===== config.mk =====
export PLATFORM = sky130hd
export DESIGN_NAME = button_event_module
export DESIGN_NICKNAME = d
export VERILOG_FILES = /design/src/rtl/button_event_module.sv
export SDC_FILE = /design/constraint.sdc
export NUM_CORES = 1
export LEC_CHECK = 0
export ABC_AREA = 1
export CAP_MARGIN = 40
export CORE_MARGIN = 2
export CORE_UTILIZATION = 30
export CTS_CLUSTER_DIAMETER = 200
export DETAILED_ROUTE_END_ITERATION = 8
export SLEW_MARGIN = 20
export SYNTH_ARGS = -nofsm -noshare
export SYNTH_HDL_FRONTEND = slang
export SYNTH_SLANG_ARGS = --single-unit
export TNS_END_PERCENT = 30

===== constraint.sdc =====
create_clock -name clk -period 1.6 [get_ports clk]
set_input_delay 0.24 -clock clk [delete_from_list [all_inputs] [get_ports clk]]
set_output_delay 0.24 -clock clk [all_outputs]
set_load 0.01 [all_outputs]

===== src/rtl/button_event_module.sv =====
// ============================================================================
// Module      : button_event_module
// Description : Turns a debounced, clk-synchronous button level into one-cycle
//               press / release / long-press / auto-repeat strobes, a "held"
//               level and an 8-bit wrapping press counter.
//               Optional feature macro: AUTO_REPEAT_EN
//                 defined   -> repeat_pulse every REPEAT_CYCLES in long hold
//                 undefined -> repeat_pulse tied low, cnt parked at 0 in
//                              LONG_HELD
// Revision    : 1.0 - initial release
// ============================================================================
`default_nettype none

module button_event_module #(
    parameter int unsigned LONG_CYCLES   = 10_000_000,  // press -> long_pulse, 2..2^24-1
    parameter int unsigned REPEAT_CYCLES = 2_500_000    // auto-repeat period, 2..2^24-1
) (
    input  logic       clk,
    input  logic       reset,          // asynchronous, active-low
    input  logic       button_clean,   // 1 = pressed
    output logic       press_pulse,
    output logic       release_pulse,
    output logic       long_pulse,
    output logic       repeat_pulse,
    output logic       held,
    output logic [7:0] press_count
);

    // Terminal counts: the threshold edge is the one where cnt already holds
    // N-1, so the strobe lands exactly N cycles after the previous event.
    localparam logic [23:0] LONG_LAST   = 24'(LONG_CYCLES - 1);
    localparam logic [23:0] REPEAT_LAST = 24'(REPEAT_CYCLES - 1);

`ifdef AUTO_REPEAT_EN
    localparam bit AUTO_REPEAT = 1'b1;
`else
    localparam bit AUTO_REPEAT = 1'b0;
`endif

    typedef enum logic [1:0] {
        IDLE      = 2'd0,
        PRESSED   = 2'd1,
        LONG_HELD = 2'd2
    } state_t;

    state_t      state;
    logic [23:0] cnt;
    logic        btn_q;

    logic press_evt;
    logic release_evt;

    // Edge detection against the previous-cycle button level.
    assign press_evt   =  button_clean & ~btn_q;
    assign release_evt = ~button_clean &  btn_q;

    // Button state machine with registered strobes, held level and counter.
    always_ff @(posedge clk or negedge reset) begin
        if (!reset) begin
            state         <= IDLE;
            cnt           <= '0;
            btn_q         <= 1'b0;
            press_count   <= '0;
            press_pulse   <= 1'b0;
            release_pulse <= 1'b0;
            long_pulse    <= 1'b0;
            repeat_pulse  <= 1'b0;
            held          <= 1'b0;
        end else begin
            btn_q         <= button_clean;
            // Strobes default low so each lasts exactly one cycle.
            press_pulse   <= 1'b0;
            release_pulse <= 1'b0;
            long_pulse    <= 1'b0;
            repeat_pulse  <= 1'b0;

            case (state)
                IDLE: begin
                    held <= 1'b0;
                    if (press_evt) begin
                        press_pulse <= 1'b1;
                        state       <= PRESSED;
                        cnt         <= '0;
                        held        <= 1'b1;
                        press_count <= press_count + 8'd1;  // wraps 255 -> 0
                    end
                end

                PRESSED: begin
                    // A release wins over a threshold reached on the same edge.
                    if (release_evt) begin
                        release_pulse <= 1'b1;
                        state         <= IDLE;
                        cnt           <= '0;
                        held          <= 1'b0;
                    end else if (cnt == LONG_LAST) begin
                        long_pulse <= 1'b1;
                        state      <= LONG_HELD;
                        cnt        <= '0;
                    end else begin
                        cnt <= cnt + 24'd1;
                    end
                end

                LONG_HELD: begin
                    if (release_evt) begin
                        release_pulse <= 1'b1;
                        state         <= IDLE;
                        cnt           <= '0;
                        held          <= 1'b0;
                    end else if (AUTO_REPEAT && (cnt == REPEAT_LAST)) begin
                        repeat_pulse <= 1'b1;
                        cnt          <= '0;
                    end else if (AUTO_REPEAT) begin
                        cnt <= cnt + 24'd1;
                    end else begin
                        // Without auto-repeat the counter is parked.
                        cnt <= '0;
                    end
                end

                default: begin
                    state <= IDLE;
                    cnt   <= '0;
                    held  <= 1'b0;
                end
            endcase
        end
    end

endmodule

`default_nettype wire


Word level (Yosys, flattened, before mapping)
Cells that the tools add are included.
{"block": "totals", "register_bits": 39, "latch_bits": 0, "ram_bits": 0, "romBits": 0, "in_bits": 3, "out_inout_bits": 13, "word_cells": 43, "mem_count": 0}
{"block": "op_classes", "add_sub_neg": 2, "mul": 0, "div": 0, "order_cmp": 0, "n_eq_ne": 7, "shift": 0, "mux": 18, "n_bitwise": 4, "n_reduce_logical": 4}
{"operator": "2-to-1 mux 24 bit", "count": 3}
{"operator": "case mux 24 bit (2 select lines)", "count": 1}
{"operator": "adder 24 x 1 -> 24 bit, second input constant", "count": 1}
{"operator": "equality test 24 bit, second input constant", "count": 1}
{"operator": "adder 8 x 1 -> 8 bit, second input constant", "count": 1}
{"operator": "2-to-1 mux 1 bit", "count": 8}
{"operator": "2-to-1 mux 2 bit", "count": 4}
{"operator": "case mux 2 bit (3 select lines)", "count": 1}
{"operator": "inequality test 2 bit, second input constant", "count": 2}
{"operator": "inequality test 3 bit, second input constant", "count": 1}
{"operator": "AND reduction 3 bit", "count": 1}
{"operator": "AND 1 bit", "count": 2}
{"operator": "equality test 2 x 1 -> 1 bit, second input constant", "count": 1}
{"operator": "equality test 2 bit, second input constant", "count": 1}
{"operator": "logical NOT 2 bit", "count": 1}
{"operator": "inequality test 2 x 1 -> 1 bit, second input constant", "count": 1}
{"operator": "NOT 1 bit", "count": 2}
{"operator": "case mux 1 bit (2 select lines)", "count": 1}
{"operator": "AND reduction 2 bit", "count": 1}
{"operator": "OR reduction 2 bit", "count": 1}

Depth between registers and ports, before layout
{"block": "logic_depth", "depth_word": 4, "mapped_depth": 11}

Worst setup path before layout
Ideal clock, no wire load.
{"block": "synth_timing", "kind": "register -> register", "start": "reg state[0]", "end": "reg cnt[19]", "setup_time_ns": 0.113, "arrival_time_ns": 1.341, "slack_ns": 0.147, "path_stages_with_launch": 10, "period_less_slack_ns": 1.453, "cell_sequence": "dfrtp_1 > inv_1 > ha_1 > nand2_2 > nand2_1 > nor2_1 > nand2_1 > xor2_1 > nand2_1 > inv_1"}
{"block": "synth_between", "elab_chain_len": 2, "elab_cells_between_ends": 4, "classes_between": "eq/ne (2); mux (1); reduce/logical (1)"}
{"item": "start, declared", "line_no": "46", "source": "state_t state;"}
{"item": "start signal, assigned", "line_no": "60", "source": "state <= IDLE;"}
{"item": "start signal, assigned", "line_no": "82", "source": "state <= PRESSED;"}
{"item": "start signal, assigned", "line_no": "93", "source": "state <= IDLE;"}
{"item": "equality test 2 x 1 -> 1 bit / logical NOT 2 bit (equally long branches)", "line_no": "77", "source": "case (state)"}
{"item": "case mux 24 bit (2 select lines) / inequality test 2 bit (equally long branches)"}
{"item": "end signal, assigned", "line_no": "101", "source": "cnt <= cnt + 24'd1;"}
{"item": "end signal, assigned", "line_no": "115", "source": "cnt <= cnt + 24'd1;"}
{"item": "end, declared", "line_no": "47", "source": "logic [23:0] cnt;"}
Several ways; a longest one is shown, not always the timed one.
A chain may end at the register's enable or synchronous reset.

Final worst setup path
{"block": "layout_timing", "start": "reg press_count[0]", "end": "out press_count[0]"}
{"item": "start, declared", "line_no": "26", "source": "output logic [7:0] press_count"}
{"item": "start signal, assigned", "line_no": "85", "source": "press_count <= press_count + 8'd1;"}
No word-level cell between the ends.

==> metrics.txt <==
die width=89.1 um; Slew Viols, Final=0; cell family with most CP delay=buffers and inverters; number of diodes=0; synthesized-area fraction occupied by adder cells=2.88%; vias in the first global route=1686; Layout Cell Area excl Fill=2700 um^2; CP Data Arrival Time=1.29 ns; Worst path slowest cell=clkdlybuf4s50_1; post-place instance area=2510 um^2; status=complete, no violations; simple-gate portion of the synthesized area=34.6%; CTS tree=yes; Placer Congestion=0.846; crit path from=press_count[0]; placed cells=400; Crit path depth=1; CTS Buf Count=5; non-filler cells, final=412; Synth cell types=26; r2r worst-path depth=11; Worst Hold Class=primary input to async pin; IO Port Bufs=14; Yosys reg bits=39; Synth top area share=45.0%; Max Buffers Root-to-Sink=2; GRT Residual Overflow=0; Synth Area in Compound Gates=2.36%; mapped cell area=2170 um^2; Crit Path Class=flip-flop to primary output; Synth area leaders=dfrtp_1 45%, nand2_1 11%, nor2_1 6.9%; Buf/Inv on CP=1; final count of hold timing violations=0; via count=1827; MaxCap Viol Count=0; I/O Pins=16; Setup crit end kind=primary output; Worst EP required=1.36 ns; layout cell share with drive strength beyond 1=19.8%; global-route wire length before repair=7.76 mm; Clock Pin Slew Worst Setup and Hold Paths=0.09 ns; largest net degree at the start of global routing=23; drt first pass iters=4; pwr dens=1110 nW/um^2; Worst path max stage delay=0.56 ns; CTS root buffer=clkbuf_8; Post-Synth XOR/XNOR Area=6.86%; setup_tns=0 ns; crit-path cells=clkdlybuf4s50_1; WL per Instance=11.2 um; mux contribution to synthesized area=0%; Worst VDD drop=0.000547 V; grt met2 use=19.6%; met1 Track Usage GR=17.5%; Post-Syn Nets=285; initial antenna violation count=0; P&R area growth vs syn=24.3%; layer carrying the most global-route usage=met2; largest family of logic cells by synthesized area=simple AND/OR/NAND/NOR gates; Antenna Nets Post-Route=0; clock sink count=39; commonest non-fill, non-tap cells in the layout=65 x nand2_1, 39 x dfrtp_1, 33 x nor2_1; DP HPWL=3.43 mm; DRC=0; grt met3 use=2.49%; later-pin clock latency in the skew report=0.31 ns; worst clock skew=0.00848 ns; row cnt=31; final worst path period need=1.53 ns; Hold WS=0.412 ns; dominant cell type by area after synthesis=dfrtp_1; worst-path maximum fanout=4; Main synth FF type=dfrtp_1; Mean Syn Cell Area=7.84 um^2; vias per inst=4.43; DR iter-0 viols=140; H-Tree Depth=2; Worst Setup Start Kind=flip-flop; endpoints failing setup=0; Post-synth EDFFs=0; final core occ=37.8%; worst flop-to-flop path startpoint=cnt[1]; register area share after synthesis=45.0%; die footprint=7930 um^2; Total GRT Usage=12.7%; fin nets=320; Initial Util=30.4%; core area=7140 um^2; commonest non-fill, non-tap cell in the layout=nand2_1; maximum clock rate=654 MHz; period utilization=95.6%; Synthesis Warnings=0; leakage=1.17 nW; Synth Instances=277; Post-synth ARST share=100%; WL final=4.63 mm; Die H=89.1 um
## cell type report
class                           instances  area, um^2
Tap cell                               99         124
Timing Repair Buffer                   32         285
Fill cell                             760        4440
Clock inverter                          3        23.8
Inverter                               36         140
Multi-Input combinational cell        198        1080
Sequential cell                        39         976
Clock buffer                            5        68.8
## kinds of logic (layout without fill, tap and decap cells)
| group | count (synthesis) | count (layout) |
|---|---|---|
| flops | 39 | 39 |
| buf+inv | 40 | 76 |
| fa+ha+maj | 5 | 5 |
| compound gates | 10 | 10 |
| other cells | 1 | 1 |
| xor+xnor | 17 | 17 |
| simple gates | 165 | 165 |
## registers in the layout (all words and copies together) (netlist names)
name           flops
press_pulse        1
state              2
release_pulse      1
btn_q              1
held               1
press_count        8
long_pulse         1
cnt               24
## where the power goes
part / total (mW) / switching, mW / internal [mW]
clock network: 0.714 / 0.402 / 0.312
registers: 1.21 / 0.109 / 1.10
logic: 1.08 / 0.596 / 0.487
## cell usage after synthesis (2+ instances only)
library cell  count
ha_1              5
xnor2_1          12
dfrtp_1          39
nand2_2           4
o21ai_0           5
inv_1            35
a21oi_1           3
nand2_4           2
nor3_1            9
buf_2             2
nand2_1          65
nor2_2           11
xor2_1            5
nor2_1           40
nand4_1          11
nand3_1          19
## per-layer routing
metal / part of all wire (%) / wire (um)
met5: 0 / 0
met4: 2.5 / 116
met3: 3.9 / 182
met2: 45 / 2100
met1: 48 / 2230
## metrics by stage
step / setup WS, ns / total power, mW
after global placement: -0.0951 / 2.24
after detailed placement: -0.112 / 2.25
after CTS: 0.0106 / 2.97
after global routing: -0.0148 / 3.19
final: 0.0706 / 3.01
after floorplan: 0.147 / 1.84
## repair_timing
item	CTS	global route
pin swaps	0	2
buffers inserted	0	3
gates resized for setup	1	19
hold buffers	1	0
endpoints found under the setup margin	2	27
hold endpoints to repair	17	0
## path summary, 6_finish.rpt
| kind | slack (ns) | endpoint |
|---|---|---|
| max in group asynchronous | 0.72 | cnt[8] |
| min in group clk | 0.47 | press_count[7] |
| setup / recovery | 0.07 | press_count[0] |
| hold / removal | 0.41 | long_pulse |
| hold reg to reg | 0.47 | press_count[7] |
| setup reg to reg | 0.09 | state[0] |
(Power assumes the default switching activity.)
